## src/rtl/uart_tx_responder.sv

```systemverilog
// uart_tx_responder: memory-mapped 8N1 UART transmitter with a TX FIFO, answering core bus reads/writes.
// Optional macro UART_TX_IRQ_EN adds a CTRL register at BASE+16 and a level "TX drained" irq output.
module uart_tx_responder #(
  parameter logic [63:0] BASE_ADDR  = 64'h8000_0000,
  parameter int unsigned CLK_HZ     = 50_000_000,
  parameter int unsigned BAUD       = 115200,
  parameter int unsigned FIFO_DEPTH = 8
) (
  input  logic        clk,
  input  logic        reset,
  input  logic [63:0] bus_address,
  input  logic [63:0] bus_write_data,
  input  logic        bus_write_enable,
  input  logic        bus_read_enable,
  output logic [63:0] bus_read_data,
  output logic        uart_tx,
  output logic        tx_busy
`ifdef UART_TX_IRQ_EN
  ,
  output logic        irq
`endif
);

  localparam int unsigned DIV   = CLK_HZ / BAUD;
  localparam int unsigned CNT_W = $clog2(DIV);
  localparam int unsigned PTR_W = $clog2(FIFO_DEPTH);
  localparam int unsigned CW    = PTR_W + 1;
  localparam logic [CNT_W-1:0] CNT_MAX = CNT_W'(DIV - 1);

  typedef enum logic [1:0] {S_IDLE, S_START, S_DATA, S_STOP} state_t;

  state_t             state_q, state_d;
  logic [CNT_W-1:0]   cnt_q, cnt_d;
  logic [2:0]         bit_q, bit_d;
  logic [7:0]         shift_q, shift_d;
  logic               tx_d;
  logic               pop;

  logic [7:0]         mem [FIFO_DEPTH];
  logic [PTR_W-1:0]   wr_ptr, rd_ptr;
  logic [CW-1:0]      count_q;
  logic               full, empty;
  logic               push, drop;
  logic               ovf_q;

  logic               hit_data, hit_status, wr_data, rd_status;
  logic [63:0]        status_word;
  logic [63:0]        rdata_d;
  logic               unused_wdata;

  assign unused_wdata = ^bus_write_data[63:8];

  assign hit_data   = (bus_address == BASE_ADDR);
  assign hit_status = (bus_address == BASE_ADDR + 64'd8);
  assign wr_data    = bus_write_enable & hit_data;
  assign rd_status  = bus_read_enable & hit_status;

  assign full  = (count_q == CW'(FIFO_DEPTH));
  assign empty = (count_q == CW'(0));
  // A pop in the same cycle frees a slot, so a write to a full FIFO is still accepted then.
  assign push  = wr_data & (~full | pop);
  assign drop  = wr_data & full & ~pop;

  assign status_word = {48'd0, 8'(count_q), 4'd0, ovf_q, tx_busy, empty, full};

`ifdef UART_TX_IRQ_EN
  logic hit_ctrl;
  logic irq_en_q;

  assign hit_ctrl = (bus_address == BASE_ADDR + 64'd16);

  always_ff @(posedge clk or negedge reset) begin
    if (!reset) begin
      irq_en_q <= 1'b0;
      irq      <= 1'b0;
    end else begin
      if (bus_write_enable & hit_ctrl) irq_en_q <= bus_write_data[0];
      irq <= irq_en_q & empty & (state_q == S_IDLE);
    end
  end
`endif

  // Read mux; anything other than a mapped register read returns 0.
  always_comb begin
    rdata_d = '0;
    if (bus_read_enable) begin
      if (hit_status) rdata_d = status_word;
`ifdef UART_TX_IRQ_EN
      else if (hit_ctrl) rdata_d = {63'd0, irq_en_q};
`endif
    end
  end

  always_ff @(posedge clk) begin
    if (push) mem[wr_ptr] <= bus_write_data[7:0];
  end

  always_ff @(posedge clk or negedge reset) begin
    if (!reset) begin
      wr_ptr        <= '0;
      rd_ptr        <= '0;
      count_q       <= '0;
      ovf_q         <= 1'b0;
      bus_read_data <= '0;
    end else begin
      if (push) wr_ptr <= wr_ptr + PTR_W'(1);
      if (pop)  rd_ptr <= rd_ptr + PTR_W'(1);
      if (push && !pop)      count_q <= count_q + CW'(1);
      else if (pop && !push) count_q <= count_q - CW'(1);
      ovf_q         <= (ovf_q & ~rd_status) | drop;
      bus_read_data <= rdata_d;
    end
  end

  // Serialiser: line value is registered from the next state so it lines up with the state.
  always_comb begin
    state_d = state_q;
    cnt_d   = cnt_q;
    bit_d   = bit_q;
    shift_d = shift_q;
    pop     = 1'b0;
    tx_d    = 1'b1;
    case (state_q)
      S_IDLE: begin
        if (!empty) begin
          pop     = 1'b1;
          shift_d = mem[rd_ptr];
          cnt_d   = CNT_MAX;
          state_d = S_START;
        end
      end
      S_START: begin
        if (cnt_q == '0) begin
          cnt_d   = CNT_MAX;
          bit_d   = 3'd0;
          state_d = S_DATA;
        end else begin
          cnt_d = cnt_q - CNT_W'(1);
        end
      end
      S_DATA: begin
        if (cnt_q == '0) begin
          cnt_d   = CNT_MAX;
          shift_d = {1'b0, shift_q[7:1]};
          if (bit_q == 3'd7) state_d = S_STOP;
          else               bit_d   = bit_q + 3'd1;
        end else begin
          cnt_d = cnt_q - CNT_W'(1);
        end
      end
      S_STOP: begin
        if (cnt_q == '0) state_d = S_IDLE;
        else             cnt_d   = cnt_q - CNT_W'(1);
      end
      default: state_d = S_IDLE;
    endcase
    case (state_d)
      S_START: tx_d = 1'b0;
      S_DATA:  tx_d = shift_d[0];
      default: tx_d = 1'b1;
    endcase
  end

  always_ff @(posedge clk or negedge reset) begin
    if (!reset) begin
      state_q <= S_IDLE;
      cnt_q   <= '0;
      bit_q   <= '0;
      shift_q <= '0;
      uart_tx <= 1'b1;
      tx_busy <= 1'b0;
    end else begin
      state_q <= state_d;
      cnt_q   <= cnt_d;
      bit_q   <= bit_d;
      shift_q <= shift_d;
      uart_tx <= tx_d;
      tx_busy <= (state_q != S_IDLE) | ~empty;
    end
  end

endmodule
```

## config.mk

```make
export PLATFORM = sky130hd
export DESIGN_NAME = uart_tx_responder
export DESIGN_NICKNAME = d
export VERILOG_FILES = /design/src/rtl/uart_tx_responder.sv
export SDC_FILE = /design/constraint.sdc
export NUM_CORES = 1
export LEC_CHECK = 0
export CORE_MARGIN = 5
export CORE_UTILIZATION = 41
export CTS_CLUSTER_SIZE = 20
export DETAILED_ROUTE_END_ITERATION = 7
export GPL_ROUTABILITY_DRIVEN = 1
export PLACE_DENSITY_LB_ADDON = 0.25
export SETUP_SLACK_MARGIN = 0.4
export SLEW_MARGIN = 0
export SYNTH_ARGS = -nofsm -noshare
export SYNTH_HDL_FRONTEND = slang
export SYNTH_SLANG_ARGS = --single-unit
```

## constraint.sdc

```tcl
create_clock -name clk -period 2.6 [get_ports clk]
set_input_delay 0.39 -clock clk [delete_from_list [all_inputs] [get_ports clk]]
set_output_delay 0.39 -clock clk [all_outputs]
set_load 0.01 [all_outputs]
```

==> parameters.txt <==
Parameter                              Value

Floorplanning
  Floorplan core area ... 12700 sq um
  Area of the die ... 15500 sq um
  Initial standard-cell utilization of the core ... 42.3%
  Chip Width ... 125 um
  Number of core rows ... 41
  IO Count ... 198
  Die H ... 125 um

STA
  Count of endpoints failing hold in the final timing report ... 0
  Worst-case clock skew ... 0.0113 ns
  Highest clock frequency the design can meet ... 435 MHz
  Transition time of the tightest slew-check pin ... 0.696 ns
  Final Max Tran Viols ... 0
  Setup total negative slack ... 0 ns
  Worst setup slack after layout ... 0.301 ns
  Finish-stage setup viols ... 0
  Max transition margin ... 53.6%
  Fraction of the cycle the final worst path needs ... 88.4%
  Setup repair after global routing missed its margin ... yes
  Shortest period the worst path allows ... 2.30 ns

Synthesis
  Flip-flop and latch count after synthesis ... 107
  Syn Std Cell Area ... 5380 sq um
  Number of flops mapped to enable cells by yosys ... 64
  Share of synthesized flip-flops with an asynchronous set or reset ... 40.2%
  Primary FF master, synth ... edfxtp_1
  Avg Cell Area, Syn ... 12.9 sq um
  Yosys cell types ... 61
  Portion of the post-synthesis area used by sequential elements ... 55.7%
  Count of warnings emitted by yosys ... 0
  Gate count after technology mapping ... 418

Global route
  Global-route wire length before repair ... 18.4 mm
  Global-route usage over all layers ... 14.6%
  Number of global-route vias before repair ... 3624
  Number of antenna violations at the first check in global routing ... 0
  Pin count of the biggest net entering global routing ... 30
  Remaining global-route overflow ... 0

Setup path
  Kind of launch point of the worst setup path ... input port
  Max incr delay on CP ... 0.35 ns
  Category of the worst setup path capture point ... flip-flop
  Required time reported for the critical path endpoint ... 2.84 ns
  Series of cell instances along the critical path ... buf_2, nor4_2, nand4_1, nor4_4, nand3_2, inv_2, ha_4, inv_4, ha_4, a21o_1, a21oi_2, xnor2_1, nor2_1, xor2_1
  Minimum setup slack among reg-to-reg paths ... 0.36 ns
  Critical path's slowest cell ... nor4_4
  Most frequent CP cell ... ha_4
  Arrival time at the worst endpoint ... 2.54 ns
  Critical path class ... input port to flip-flop
  Worst-path maximum fanout ... 3

CTS
  Clock sink count ... 107
  Maximum level of the CTS H-tree ... 3
  Clock slew seen by the registers of the worst setup and hold paths ... 0.08 ns
  Maximum clock path buffer count ... 2
  Clock tree from TritonCTS ... done
  Number of buffers created by CTS ... 9
  Worst-skew pair later-pin latency ... 0.35 ns
  Root buffer cell ... clkbuf_16

Detailed routing
  Drt wl/cell ... 15.9 um
  DRC viols ... 0
  Total wire length ... 11.4 mm
  Remaining antenna violation count after routing ... 0
  Vias after detailed routing ... 3535
  Avg Vias per Cell ... 4.93
  Length of the first detailed-routing pass in iterations ... 4
  Iter 0 DRT Violations ... 186

Cells and area
  Multi-input combinational cell area ... 2250 sq um
  Post-layout utilization of the core ... 54.1%
  Combined flip-flop and latch cell area ... 3000 sq um
  Filler cells ... 1102
  Commonest cells after routing, fill and taps aside ... 64 x edfxtp_1, 56 x conb_1, 41 x dfrtp_1, 34 x buf_4, 26 x nor2_1
  Share of post-route cells with drive strength above 1 ... 27.5%
  Area growth, synth to finish ... 27.8%
  Net total in the final layout ... 687
  Number of antenna diodes ... 0
  Most common library cell in the layout ignoring fill and taps ... edfxtp_1

Pwr
  Switching portion of total power ... 23.3%
  Seq pwr share ... 53.9%
  Comb power frac ... 5.1%
  Worst supply voltage drop on vdd ... 0.000388 V
  Power spent charging and discharging nets ... 0.777 mW
  Part of the total power dissipated in the clock network ... 41.0%
  Power density of the placed cells ... 486 nW/um^2
  Leakage dissipation ... 2.74 nW
  Cell Int Power ... 2.56 mW

Placed design
  Worst setup slack after placement ... -0.476 ns
  Count of buffers inserted at the top-level ports ... 85
  Placed wire-length estimate after detailed placement ... 8.28 mm
  Final estimated routing congestion in global placement ... 0.835

Flow run
  Number of max-cap violations ... 0

Min path
  Classification of the worst-slack hold path ... input port to asynchronous set/reset pin

Status
  Outcome ... complete, no violations
[sequential cells by signal (all words and copies together), names as in the netlist]
register,count
tx_busy,1
count_q,4
state_q,2
mem,64
rd_ptr,3
cnt_q,9
wr_ptr,3
uart_tx,1
ovf_q,1
bus_read_data,8
shift_q,8
bit_q,3
[what timing repair did]
action	CTS	global route
endpoints found under the hold margin	13	0
pin swaps	31	23
gates resized for setup	159	26
endpoints found under the setup margin	67	23
setup buffers	7	5
hold buffers	1	0
[final cells by class]
cell class,instances,area share [%]
Sequential cell,107,43.6
Tap cell,172,3.13
Clock inverter,7,1.05
Clock buffer,9,3.27
Inverter,12,0.873
Timing Repair Buffer,124,15.3
Multi-Input combinational cell,286,32.7
[cells by family (layout without fill, tap and decap cells)]
family / count (synthesis) / in the layout / synth area share [%]
flip-flops: 107 / 107 / 55.7
multiplexers: 27 / 27 / 8.37
AO/OA/AOI/OAI: 57 / 57 / 7.65
adder cells (fa/ha/maj): 15 / 15 / 3.63
AND/OR/NAND/NOR: 120 / 120 / 12.7
other: 1 / 56 / 0.0697
buffers and inverters: 80 / 152 / 10.1
XOR/XNOR: 11 / 11 / 1.79
[stage by stage]
step	hold slack, ns	cell area (sq um)	instances	power, mW
finish	0.473	6880	717	3.34
global route	0.517	6880	717	3.45
CTS	0.473	6840	712	3.36
detailed placement	0.316	6500	688	2.03
global placement	0.312	6500	688	2.02
floorplan	0.0944	5680	473	1.94
[worst paths after layout]
kind / start / to / depth (start not counted)
worst min register to register: ovf_q$_DFF_PN0_ / bus_read_data[3]$_DFF_PN0_ / 1
min in group clk: ovf_q$_DFF_PN0_ / bus_read_data[3]$_DFF_PN0_ / 1
worst max-delay path: bus_address[61] / count_q[3]$_DFFE_PN0P_ / 14
worst max register to register: count_q[1]$_DFFE_PN0P_ / count_q[3]$_DFFE_PN0P_ / 11
max in group asynchronous: reset / shift_q[0]$_DFF_PN0_ / 3
worst min-delay path: reset / cnt_q[1]$_DFFE_PN0P_ / 2
[cells in the mapped netlist, types with 6 or more instances]
master    number  area share (%)
nand4_1        6            0.70
mux2i_1        9             1.7
a22o_1         6            0.98
nor3_1        12             1.1
xnor2_1        7             1.1
buf_4         57             8.0
nor4_1        15             1.7
nor2_1        30             2.1
buf_2          6            0.56
mux4_2        14             5.9
o21ai_0        6            0.56
a21oi_1       18             1.7
ha_1          14             3.3
edfxtp_1      64              36
nand2_1       18             1.3
inv_1         11            0.77
dfrtp_1       42              20
and2_1         9             1.0
[power groups by stage]
stage	sequential, mW	combinational (mW)	clock (mW)
final	1.80	0.172	1.37
after global routing	1.80	0.187	1.46
after CTS	1.80	0.169	1.40
after detailed placement	1.84	0.192	0
after global placement	1.84	0.187	0
after floorplan	1.84	0.106	0
[critical path: cells and delay by family]
family	cells	cell delay (ns)
simple gates	5	1.01
fa+ha+maj	2	0.35
compound gates	2	0.29
buf+inv	3	0.25
xor+xnor	2	0.25
[metal layers]
metal / vias to the layer above / part of all wire [%] / track usage, %
met5: - / 0 / 0
met4: 0 / 1.1 / 3.68
met3: 12 / 4.8 / 3.30
met2: 87 / 53 / 26.5
met1: 1756 / 41 / 17.5
li1: 1680 / - / -
(Power assumes the default switching activity.)
